[config.mk]
export PLATFORM = sky130hd
export DESIGN_NAME = gen3_block_sync
export DESIGN_NICKNAME = d
export VERILOG_FILES = /design/src/rtl/gen3_block_sync.sv
export SDC_FILE = /design/constraint.sdc
export NUM_CORES = 1
export LEC_CHECK = 0
export CAP_MARGIN = 20
export CORE_UTILIZATION = 41
export DETAILED_ROUTE_END_ITERATION = 6
export PLACE_DENSITY_LB_ADDON = 0.05
export SKIP_CTS_REPAIR_TIMING = 1
export SKIP_LAST_GASP = 1
export SYNTH_ARGS = -nofsm -noshare
export SYNTH_HDL_FRONTEND = slang
export SYNTH_SLANG_ARGS = --single-unit
export TNS_END_PERCENT = 10
[constraint.sdc]
create_clock -name CLK -period 1.4 [get_ports CLK]
set_clock_uncertainty 0.1 [all_clocks]
set_input_delay 0.42 -clock CLK [delete_from_list [all_inputs] [get_ports CLK]]
set_output_delay 0.42 -clock CLK [all_outputs]
set_load 0.1 [all_outputs]
[src/rtl/gen3_block_sync.sv]
// gen3_block_sync
//   Gen3 128b/130b block-boundary controller for the TX MAC path. It counts
//   the symbol position inside each 16-symbol block and latches the framing
//   stage's sync select into the 2-bit sync header at every block boundary.
//   After every BLOCKS_PER_STALL blocks it inserts one gearbox stall cycle,
//   which absorbs the 2-bit-per-block header overhead.
//
// Ports
//   CLK           in   clock, all state on the rising edge
//   RST_L         in   asynchronous active-low reset
//   i_EN          in   Gen3 datapath active; low returns the block to IDLE
//   i_Sync_Sel    in   1 = next block is an ordered set, 0 = data block
//   o_Symbol_Num  out  symbol index of the current cycle within the block
//   o_Block_Start out  high while in RUN with symbol 0
//   o_Sync_Header out  2'b10 data, 2'b01 ordered set, 2'b00 outside RUN/STALL
//   o_Stall       out  high in ALIGN and STALL; framing must not advance
//   o_Block_Cnt   out  index of the current block within the stall group
//   dbg_state     out  FSM state (0 IDLE, 1 ALIGN, 2 RUN, 3 STALL)
//
// Handshake: there is no valid/ready pair. o_Stall is the only flow-control
// signal; while it is high the consumer holds its data and symbol pointer.
//
// Every output is decoded from registers only, so there is no combinational
// path from any input to any output.

module gen3_block_sync #(
  parameter int SYMBOL_NUM_WIDTH = 4,
  parameter int BLOCKS_PER_STALL = 4,
  parameter int BLK_CNT_WIDTH    = 2
) (
  input  logic                        CLK,
  input  logic                        RST_L,
  input  logic                        i_EN,
  input  logic                        i_Sync_Sel,
  output logic [SYMBOL_NUM_WIDTH-1:0] o_Symbol_Num,
  output logic                        o_Block_Start,
  output logic [1:0]                  o_Sync_Header,
  output logic                        o_Stall,
  output logic [BLK_CNT_WIDTH-1:0]    o_Block_Cnt,
  output logic [1:0]                  dbg_state
);

  typedef enum logic [1:0] {
    ST_IDLE  = 2'd0,
    ST_ALIGN = 2'd1,
    ST_RUN   = 2'd2,
    ST_STALL = 2'd3
  } state_t;

  localparam logic [SYMBOL_NUM_WIDTH-1:0] SYM_LAST = '1;
  localparam logic [BLK_CNT_WIDTH-1:0]    BLK_LAST = BLK_CNT_WIDTH'(BLOCKS_PER_STALL - 1);

  state_t                      state_q, state_d;
  logic [SYMBOL_NUM_WIDTH-1:0] sym_q, sym_d;
  logic [BLK_CNT_WIDTH-1:0]    blk_q, blk_d;
  logic [1:0]                  hdr_q, hdr_d;
  logic [1:0]                  hdr_enc;

  // Ordered set -> 2'b01, data block -> 2'b10.
  assign hdr_enc = i_Sync_Sel ? 2'b01 : 2'b10;

  always_ff @(posedge CLK or negedge RST_L) begin
    if (!RST_L) begin
      state_q <= ST_IDLE;
      sym_q   <= '0;
      blk_q   <= '0;
      hdr_q   <= 2'b00;
    end else begin
      state_q <= state_d;
      sym_q   <= sym_d;
      blk_q   <= blk_d;
      hdr_q   <= hdr_d;
    end
  end

  always_comb begin
    state_d = state_q;
    sym_d   = sym_q;
    blk_d   = blk_q;
    hdr_d   = hdr_q;

    if (!i_EN) begin
      // Dropping enable abandons the current block immediately.
      state_d = ST_IDLE;
      sym_d   = '0;
      blk_d   = '0;
      hdr_d   = 2'b00;
    end else begin
      unique case (state_q)
        ST_IDLE: begin
          state_d = ST_ALIGN;
          sym_d   = '0;
          blk_d   = '0;
          hdr_d   = 2'b00;
        end
        ST_ALIGN: begin
          // Header of the very first block is taken here.
          state_d = ST_RUN;
          sym_d   = '0;
          blk_d   = '0;
          hdr_d   = hdr_enc;
        end
        ST_RUN: begin
          if (sym_q == SYM_LAST) begin
            // Block boundary: capture the next block's header.
            sym_d = '0;
            hdr_d = hdr_enc;
            if (blk_q == BLK_LAST) begin
              state_d = ST_STALL;
              blk_d   = '0;
            end else begin
              blk_d = blk_q + 1'b1;
            end
          end else begin
            sym_d = sym_q + 1'b1;
          end
        end
        ST_STALL: begin
          // Single gearbox bubble; header already holds the next block's value.
          state_d = ST_RUN;
          sym_d   = '0;
          blk_d   = '0;
        end
        default: begin
          state_d = ST_IDLE;
          sym_d   = '0;
          blk_d   = '0;
          hdr_d   = 2'b00;
        end
      endcase
    end
  end

  assign o_Symbol_Num  = sym_q;
  assign o_Block_Cnt   = blk_q;
  assign o_Block_Start = (state_q == ST_RUN) && (sym_q == '0);
  assign o_Stall       = (state_q == ST_ALIGN) || (state_q == ST_STALL);
  assign o_Sync_Header = ((state_q == ST_RUN) || (state_q == ST_STALL)) ? hdr_q : 2'b00;
  assign dbg_state     = state_q;

endmodule

==> run summary <==
Setup crit end - o_Block_Start
CP Cell Sequence - inv_4 -> ha_4 -> and4bb_4 -> buf_12
Synth warn - 0
Crit path DAT - 1.46 ns
Die Footprint - 0.001670 mm^2
Top FF cell, synth - dfrtp_1
Root buf cell - clkbuf_4
Pre-Repair DR Iteration Count - 4
Main combinational cell family by area after synthesis - simple AND/OR/NAND/NOR gates
Synth area leader - dfrtp_1
Mapped Avg Cell Area - 10.50 um^2
Max_slew headroom - 80.06%
Delay-heaviest family, CP - flip-flops
Fin util - 85.91%
Diode count - 0
Outcome - complete, but fails checks
Num rows - 13
Post-synth ARST share - 100.0%
Crit path time final - 1.985 ns
Number of fill cells - 78
Drt drc - 0
Via Count - 638
RR Startpoint - dbg_state[0]
Least-Margin Pin Slew - 0.2985 ns
Post-synthesis compound-gate area fraction - 10.51%
Layout area overhead - 87.27%
Critical Path Source - dbg_state[0]
Post-synth net total - 71
Commonest non-fill, non-tap cell in the layout - buf_4
Total GRT Usage - 24.52%
Slew Viols, Final - 0
Via/cell ratio - 5.596
Io pins - 16
Chip width - 40.87 um
Post-synth EDFFs - 0
Pwr per Cell Area - 1360 mW/mm^2
Crit-path slowest cell - dfrtp_4
Global placement routability congestion - 0.7397
Final setup viols - 21
Core ar. - 0.001350 mm^2
Worst Setup End Kind - output pin
Antenna violations before repair - 0
Worst path depth - 4
WL final - 1761 um
Largest net degree at the start of global routing - 11
Synth top area share - 40.40%
Initial drt markers - 16
Hold Vio Cnt, Final - 0
Post-Synth XOR/XNOR Area - 1.414%
Synth Area in Adders - 16.16%
CP startpoint kind - flip-flop
Number of clock sinks - 10
Worst Hold Class - in2async
Seq/Total Area, Yosys - 40.40%
Antenna Nets Post-Route - 0
Initial Util - 45.88%
Mux cell area share after synthesis - 6.869%
Unrepaired setup endpoints after global routing - true
Total CTS buffers - 3
Final instance area - 0.001160 mm^2
CP max stage delay - 0.51 ns
Required time of the critical path - 0.88 ns
Synth area leaders - dfrtp_1 (40%), ha_1 (16%), mux2_2 (3.6%)
P_leak - 0.5255 nW
Cell Area, Placed - 0.001121 mm^2
Cells after Synth - 59
Total power - 1.578 mW
DP Cell Count - 110
Distinct cells, synth - 25
Reg-to-Reg End - dbg_state[1]
CTS clk-pin slew, worst paths - 0.07 ns
Layout Nets - 112
TritonCTS clock tree - yes
Worst path bufs/invs - 2
Flop-to-flop setup slack - -0.26 ns
Failing checks - setup timing
Setup CP Type - reg2out
#FFs+latches synth - 10
Finished Layout Cells - 114
PortBufs - 15
First-pass GRT wire length - 2532 um
CTS Buffer Depth - 2
F_max - 503.9 MHz
Worst skew pair latency - 0.27 ns
Share of layout cells above drive strength 1 - 57.58%
Max Cap Viol - 0
Crit-path max FO - 5
Drt wl/cell - 15.45 um
H-tree level count - 1
Period utilisation layout - 141.8%
Reg2Reg Depth - 5
Simple-gate share of the synthesized area - 21.01%
Most frequent cells in the layout - buf_4 (22), buf_12 (12), ha_1 (6), dfrtp_2 (6)
Die Y - 40.87 um
Number of global-route vias before repair - 607
Final WS setup - -0.5845 ns
Worst vdd ir - 0.8165 mV
Grt ovf - 0
Synth Cell Area - 619.3 um^2
Hpwl dp - 1324 um
flip-flops by register name, summed over array words and instances (netlist names):
| signal | count |
|---|---|
| o_Symbol_Num | 4 |
| dbg_state | 2 |
| hdr_q | 2 |
| o_Block_Cnt | 2 |
final cells by class:
type                            instances  area [um^2]  share of cell area [%]
Clock buffer                            4        36.28                   3.128
Inverter                                5        21.27                   1.834
Timing Repair Buffer                   37        435.4                   37.54
Multi-Input combinational cell         43        382.9                   33.01
Tap cell                               15        18.77                   1.618
Sequential cell                        10        265.3                   22.87
power breakdown:
| part | switching (mW) | total [mW] | internal [mW] |
|---|---|---|---|
| logic | 0.544 | 0.930 | 0.386 |
| registers | 0.0449 | 0.381 | 0.336 |
| clock network | 0.110 | 0.268 | 0.158 |
| total | 0.698 | 1.58 | 0.879 |
layer usage:
metal	wire length, um	share of wire [%]	up-vias	GRT usage, %
met4	47	2.7	0	17.50
met3	70	4.0	10	4.348
li1	-	-	291	-
met5	0	0	-	0
met2	893	51	25	39.06
met1	749	43	312	29.24
stage by stage:
step,worst slack [ns],setup TNS [ns],hold slack [ns]
floorplan,-0.5067,-3.837,0.02441
global placement,-0.2861,-2.858,0.4702
detailed placement,-0.3162,-3.252,0.5010
CTS,-0.6330,-5.005,0.3442
global route,-0.6061,-5.522,0.3665
finish,-0.5845,-4.756,0.3412
worst register-to-register path: stages (launching register included):
cell and delay, ns:
dfrtp_4 0.51, inv_4 0.08, ha_4 0.17, buf_4 0.14, a21boi_1 0.29, mux2i_1 0.27
how the worst min path moves through the flow:
| stage | start | to | slack, ns | cells past startpoint |
|---|---|---|---|---|
| floorplan | RST_L | hdr_q[0] | 0.02 | 0 |
| global placement | o_Symbol_Num[0] | o_Symbol_Num[0] | 0.47 | 2 |
| detailed placement | o_Symbol_Num[0] | o_Symbol_Num[0] | 0.50 | 2 |
| CTS | RST_L | o_Symbol_Num[0] | 0.34 | 2 |
| global route | RST_L | o_Symbol_Num[0] | 0.37 | 2 |
| finish | RST_L | dbg_state[1] | 0.34 | 2 |
logic make-up after synthesis:
kind of cell,Yosys count
AO/OA/AOI/OAI,10
XOR/XNOR,1
adder cells (fa/ha/maj),8
buffers and inverters,6
flip-flops,10
multiplexers,4
AND/OR/NAND/NOR,20
synthesized netlist by cell type, types with 2 or more instances:
| cell type | count |
|---|---|
| a21oi_1 | 2 |
| a41oi_1 | 2 |
| and3_1 | 2 |
| dfrtp_1 | 10 |
| ha_1 | 8 |
| inv_1 | 5 |
| mux2_2 | 2 |
| mux2i_1 | 2 |
| nand2_1 | 4 |
| nand3_1 | 2 |
| nor3_1 | 2 |
| nor4bb_1 | 2 |
| o21a_1 | 2 |
| o21ai_0 | 3 |
No activity file was read; power rests on OpenSTA's default activity.
